$ cat src/rtl/ifid_fetch_queue.sv
// ifid_fetch_queue
// IF/ID stage. Holds the architectural fetch PC, issues 8-byte-aligned Icache
// reads (at most one in flight), buffers the returned 64-bit blocks in a small
// circular queue and presents Decode a halfword-aligned 64-bit window that
// starts at the current PC. A branch or exception redirect flushes the queue
// and discards the response of any read that was already in flight.
module ifid_fetch_queue #(
  parameter int                    ADDR_WIDTH = 32,
  parameter logic [ADDR_WIDTH-1:0] START_PC   = 32'h8000_0000,
  parameter int                    QDEPTH     = 4
) (
  input  logic                  clk,
  input  logic                  rst_n,
  input  logic                  Stall,
  input  logic [ADDR_WIDTH-1:0] Fetch_NextPC,
  input  logic                  EX_BranchFlag,
  input  logic                  Ctrl_ExcpFlag,
  output logic [ADDR_WIDTH-1:0] IFID_NowPC,
  output logic [63:0]           IFID_Instr,
  output logic [3:0]            IFID_ValidBytes,
  output logic                  Icache_Req,
  output logic [ADDR_WIDTH-1:0] Icache_Addr,
  input  logic                  Icache_Ready,
  input  logic                  Icache_Valid,
  input  logic [63:0]           Icache_Data
);

  // Pointer width for the power-of-two queue, and a count width that can hold
  // the value QDEPTH itself.
  localparam int PW = (QDEPTH > 1) ? $clog2(QDEPTH) : 1;
  localparam int CW = PW + 1;

  // ---------------------------------------------------------------------------
  // State
  // ---------------------------------------------------------------------------
  logic [ADDR_WIDTH-1:0] r_now_pc;
  logic [ADDR_WIDTH-1:0] r_fetch_addr;
  logic                  r_outstanding;
  logic                  r_drop;
  logic [63:0]           r_q [QDEPTH];
  logic [PW-1:0]         r_head;
  logic [PW-1:0]         r_tail;
  logic [CW-1:0]         r_count;

  // ---------------------------------------------------------------------------
  // Combinational control
  // ---------------------------------------------------------------------------
  logic          w_redirect;
  logic          w_cross;
  logic          w_pop;
  logic          w_push;
  logic          w_room;
  logic          w_fire;
  logic [PW-1:0] w_head_nxt;
  logic [63:0]   w_head_blk;
  logic [63:0]   w_next_blk;
  logic [1:0]    w_off;
  logic [5:0]    w_shamt;
  logic [63:0]   w_window;
  logic [3:0]    w_valid_bytes;

  // A redirect wins over Stall and over any response arriving the same cycle.
  assign w_redirect = EX_BranchFlag | Ctrl_ExcpFlag;

  // Decode advances at most 8 bytes, so crossing an 8-byte boundary retires
  // exactly the head block.
  assign w_cross = (Fetch_NextPC[ADDR_WIDTH-1:3] != r_now_pc[ADDR_WIDTH-1:3]);
  assign w_pop   = ~w_redirect & ~Stall & w_cross & (r_count != '0);

  // A response is stored unless it belongs to a read issued before a redirect
  // (Drop) or arrives in the redirect cycle itself.
  assign w_push = Icache_Valid & ~r_drop & ~w_redirect;

  // The in-flight read reserves a queue slot so its response always fits.
  assign w_room = (r_count + CW'(r_outstanding)) < CW'(QDEPTH);

  // Requests are withheld during reset so no handshake can be lost.
  assign Icache_Req  = rst_n & ~w_redirect & ~r_outstanding & w_room;
  assign Icache_Addr = r_fetch_addr;
  assign w_fire      = Icache_Req & Icache_Ready;

  // ---------------------------------------------------------------------------
  // Decode window
  // ---------------------------------------------------------------------------
  assign w_head_nxt = r_head + PW'(1);
  assign w_head_blk = r_q[r_head];
  assign w_off      = r_now_pc[2:1];
  assign w_shamt    = {w_off, 4'b0000};

  // Shift the two oldest blocks down by the halfword offset; a missing next
  // block contributes zeros so bytes past ValidBytes read as 0.
  always_comb begin
    w_next_blk    = '0;
    w_window      = '0;
    w_valid_bytes = '0;
    if (r_count >= CW'(2)) begin
      w_next_blk = r_q[w_head_nxt];
    end
    if (r_count != '0) begin
      w_window = 64'({w_next_blk, w_head_blk} >> w_shamt);
      if (r_count == CW'(1)) begin
        w_valid_bytes = 4'd8 - {1'b0, w_off, 1'b0};
      end else begin
        w_valid_bytes = 4'd8;
      end
    end
  end

  assign IFID_NowPC      = r_now_pc;
  assign IFID_Instr      = w_window;
  assign IFID_ValidBytes = w_valid_bytes;

  // ---------------------------------------------------------------------------
  // Sequential logic
  // ---------------------------------------------------------------------------

  // Architectural PC: follows Fetch_NextPC unless stalled; a redirect forces it.
  always_ff @(posedge clk) begin
    if (!rst_n) begin
      r_now_pc <= START_PC;
    end else if (w_redirect || !Stall) begin
      r_now_pc <= Fetch_NextPC;
    end
  end

  // Fetch address, in-flight flag and stale-response drop flag.
  always_ff @(posedge clk) begin
    if (!rst_n) begin
      r_fetch_addr  <= {START_PC[ADDR_WIDTH-1:3], 3'b000};
      r_outstanding <= 1'b0;
      r_drop        <= 1'b0;
    end else begin
      if (w_redirect) begin
        r_fetch_addr <= {Fetch_NextPC[ADDR_WIDTH-1:3], 3'b000};
      end else if (w_fire) begin
        r_fetch_addr <= r_fetch_addr + ADDR_WIDTH'(8);
      end

      if (w_fire) begin
        r_outstanding <= 1'b1;
      end else if (Icache_Valid) begin
        r_outstanding <= 1'b0;
      end

      // A read still in flight at a redirect must have its response thrown
      // away; if the response lands in the redirect cycle it is already gone.
      if (Icache_Valid) begin
        r_drop <= 1'b0;
      end else if (w_redirect) begin
        r_drop <= r_outstanding;
      end
    end
  end

  // Queue storage: data only, validity is tracked by the pointers and count.
  always_ff @(posedge clk) begin
    if (w_push) begin
      r_q[r_tail] <= Icache_Data;
    end
  end

  // Queue pointers and occupancy; a redirect empties the queue.
  always_ff @(posedge clk) begin
    if (!rst_n) begin
      r_head  <= '0;
      r_tail  <= '0;
      r_count <= '0;
    end else if (w_redirect) begin
      r_head  <= '0;
      r_tail  <= '0;
      r_count <= '0;
    end else begin
      if (w_push) begin
        r_tail <= r_tail + PW'(1);
      end
      if (w_pop) begin
        r_head <= w_head_nxt;
      end
      case ({w_push, w_pop})
        2'b10:   r_count <= r_count + CW'(1);
        2'b01:   r_count <= r_count - CW'(1);
        default: r_count <= r_count;
      endcase
    end
  end

  // ---------------------------------------------------------------------------
  // Interface protocol checks
  // ---------------------------------------------------------------------------

  // Every response must answer a read that is actually in flight.
  a_resp_has_req: assert property (@(posedge clk) disable iff (!rst_n)
    Icache_Valid |-> r_outstanding);

  // Decode may only step over bytes it has been shown.
  a_decode_in_window: assert property (@(posedge clk) disable iff (!rst_n)
    (!w_redirect && !Stall) |->
      ((Fetch_NextPC - r_now_pc) <= ADDR_WIDTH'(IFID_ValidBytes)));

endmodule

$ cat config.mk
export PLATFORM = sky130hd
export DESIGN_NAME = ifid_fetch_queue
export DESIGN_NICKNAME = d
export VERILOG_FILES = /design/src/rtl/ifid_fetch_queue.sv
export SDC_FILE = /design/constraint.sdc
export NUM_CORES = 1
export LEC_CHECK = 0
export BUFFER_PORTS_ARGS = -buffer_cell sky130_fd_sc_hd__buf_2
export CORE_AREA = 2 2 175 177
export CTS_CLUSTER_DIAMETER = 50
export DETAILED_ROUTE_END_ITERATION = 8
export DIE_AREA = 0 0 177 179
export GPL_TIMING_DRIVEN = 0
export PLACE_DENSITY_LB_ADDON = 0.1
export SYNTH_ARGS = -nofsm -noshare
export SYNTH_HDL_FRONTEND = slang
export SYNTH_SLANG_ARGS = --single-unit
$ cat constraint.sdc
create_clock -name clk -period 6.99 [get_ports clk]
set_input_delay 0.3495 -clock clk [delete_from_list [all_inputs] [get_ports clk]]
set_output_delay 0.3495 -clock clk [all_outputs]
set_load 0.05 [all_outputs]
==> results.json <==
{
  "status": "completed",
  "cts_max_level": 2,
  "numCtsBuffers": 39,
  "hold_viol": 0,
  "clock_latency_ns": 0.52,
  "timing.fmax_mhz": 252.1,
  "grt.total_usage": 0.3057,
  "place_area_mm2": 0.01768,
  "startpoint_type": "flop",
  "r2r-start": "IFID_NowPC[6]",
  "finalNetCount": 1533,
  "rsz0062_at_grt": "no",
  "cp_num_cells": 8,
  "grt_remaining_overflow": 0,
  "vias_per_cell": 6.306,
  "pre_cts_ws_ns": 3.656,
  "yosys_register_bits": 328,
  "yosysTopAreaCell": "edfxtp_1",
  "async_flop_share": 0,
  "first_pass_iters": 5,
  "syn_area_mm2": 0.01590,
  "synth_edf_count": 256,
  "place.gp.congestion": 0.9414,
  "rr_worst_depth": 8,
  "period_needed_ns": 3.966,
  "final_cell_mix": "256 x edfxtp_1, 249 x buf_2, 139 x nand2_1",
  "endpoint": "IFID_Instr[29]",
  "num_rows": 64,
  "max_slew.worst_pin.slew_ns": 0.9202,
  "wl_per_cell_um": 26.02,
  "ctsResizeCount": 0,
  "die_area_mm2": 0.03168,
  "synthFlopType": "edfxtp_1",
  "antenna_found_initial": 3,
  "cts_tree": "yes",
  "totalWireLength_um": 48010,
  "grt_max_degree": 46,
  "ys_types": 50,
  "grt_pass1_wl_um": 70880,
  "final_common_cell": "edfxtp_1",
  "cp_top_family": "buffers and inverters",
  "reg2reg_to": "r_count[2]",
  "power.density_mw_per_mm2": 240.9,
  "worstPathRequired_ns": 6.64,
  "netlist_top_cells_area": "edfxtp_1 48%, mux4_2 16%, dfxtp_1 9.1%",
  "cap_violations": 0,
  "fin_worst_skew_ns": 0.01886,
  "syn_avg_cell_area_um2": 13.95,
  "syn_inst": 1140,
  "finalSetupTns_ns": 0,
  "setup_viol": 0,
  "initial_core_util": 0.5295,
  "core_mm2": 0.03003,
  "cts.sinks": 328,
  "r2r_setup_slack_ns": 4.20,
  "slowest_stage": "a211oi_1",
  "drc": 0,
  "ant_nets": 0,
  "clock-root-buffer": "clkbuf_16",
  "fin_area_mm2": 0.01896,
  "cp_cell_sequence": "buf_2, buf_2, buf_2, mux4_2, nand2_1, and3_1, a211oi_1, buf_2",
  "cp.arrival_ns": 3.62,
  "setup.worst_path.class": "reg -> out",
  "hold_buffers": 0,
  "hpwl_um": 34660,
  "cts_setup_buffers": 0,
  "netlist.area_leader.share": 0.4834,
  "die_y_um": 179,
  "fillers": 2330,
  "min_path_type": "in -> reg",
  "post-route-period-util": 0.5674,
  "holdWs_ns": 0.02980,
  "path_clk_slew_ns": 0.06,
  "portBuffers": 230,
  "crit_top_cell": "buf_2",
  "drive_gt1_frac": 0.3066,
  "grt_pass1_vias": 11361,
  "syn2layout_area_growth_pct": 19.21,
  "top_level_ports": 236,
  "crit_buf_inv": 4,
  "synth-seq-area-share": 0.5741,
  "p_leak_uw": 0.006854,
  "first_iter_violations": 1309,
  "slew_headroom": 0.3865,
  "ctsLongestPathBuffers": 3,
  "vdd_drop_max_v": 0.0002049,
  "die_w_um": 177,
  "worst_slack_ns": 3.024,
  "ys_warn_count": 0,
  "vias": 11634,
  "cp-end-kind": "primary output",
  "max_stage_delay_ns": 0.51,
  "fin_util": 0.6313,
  "path_max_fanout": 10,
  "drv_slew": 0
}
metal layers:
layer / vias up / global-route usage / share of wire
li1: 5014 / - / -
met1: 5853 / 0.4384 / 0.41
met2: 658 / 0.4642 / 0.46
met3: 105 / 0.06891 / 0.10
met4: 4 / 0.1050 / 0.032
met5: - / 0 / 0.00037
power by group:
part,internal (uW),leakage (uW),switching (uW),total [uW]
Sequential,2140,0.00291,34.4,2170
Combinational,130,0.00333,289,418
Clock,1190,0.000613,787,1980
Total,3460,0.00685,1110,4570
cells in the mapped netlist (2+ instances only):
cell	count
a211oi_1	45
or3_1	4
o21ai_0	18
o211ai_1	2
and4_1	4
nand4_1	17
mux4_2	112
inv_1	10
nor4b_1	4
a21oi_1	45
dfxtp_1	72
xnor2_1	40
o22a_1	32
and3_1	34
mux2_2	2
nor2_1	56
nor2b_1	2
nand3_1	16
buf_1	10
nor4_1	6
ha_1	12
xor2_1	15
edfxtp_1	256
nand2b_1	2
a31oi_1	3
a311oi_1	2
nand3b_1	2
buf_4	6
a22oi_1	16
clkbuf_1	54
mux2i_1	51
buf_2	19
and2_1	8
nand2_1	139
nor3_1	9
worst register-to-register path: cells and delay by family, from the launching register on:
family | cells | cell delay, ns
flip-flops | 1 | 0.33
AND/OR/NAND/NOR | 4 | 1.37
adder cells (fa/ha/maj) | 1 | 0.37
XOR/XNOR | 1 | 0.25
AO/OA/AOI/OAI | 2 | 0.39
flip-flops by register name, summed over array words and instances (netlist names), named ones only:
signal         flops
r_q              256
IFID_NowPC        32
Icache_Addr       29
r_count            3
r_head             2
r_tail             2
r_drop             1
r_outstanding      1
through the flow:
stage	std cells	power [uW]
after floorplan	1143	2473
after global placement	1769	2616
after detailed placement	1773	2622
after CTS	1844	4586
after global routing	1845	4704
final	1845	4567
kinds of logic after synthesis:
logic type               after synthesis  synth area share
adder cells (fa/ha/maj)               12          0.009442
flip-flops                           328            0.5741
buffers and inverters                100           0.02699
AND/OR/NAND/NOR                      313           0.09568
multiplexers                         165            0.1921
other                                  1         0.0002358
XOR/XNOR                              55           0.03029
AO/OA/AOI/OAI                        166           0.07113
worst min path at each step:
stage                               from              to  slack (ns)  cells past startpoint
after floorplan             Icache_Valid          r_drop        0.43                      1
after global placement     IFID_NowPC[5]   IFID_NowPC[5]        0.46                      2
after detailed placement  IFID_NowPC[26]  IFID_NowPC[26]        0.47                      2
after CTS                   Icache_Valid          r_drop        0.01                      2
after global routing        Icache_Valid          r_drop        0.02                      2
final                       Icache_Valid          r_drop        0.03                      2
area by class of cell:
type                            instances  area (um^2)  share of cell area
Inverter                               10        37.54            0.001980
Timing Repair Buffer                  234         1261             0.06653
Multi-Input combinational cell        715         6371              0.3361
Buffer                                 90        391.6             0.02066
Tap cell                              396        495.5             0.02614
Clock inverter                         16        160.2            0.008448
Sequential cell                       328         9129              0.4816
Antenna cell                            1        2.502           0.0001320
Clock buffer                           55         1109             0.05848
Note: power is estimated with default switching activity, not from simulation.
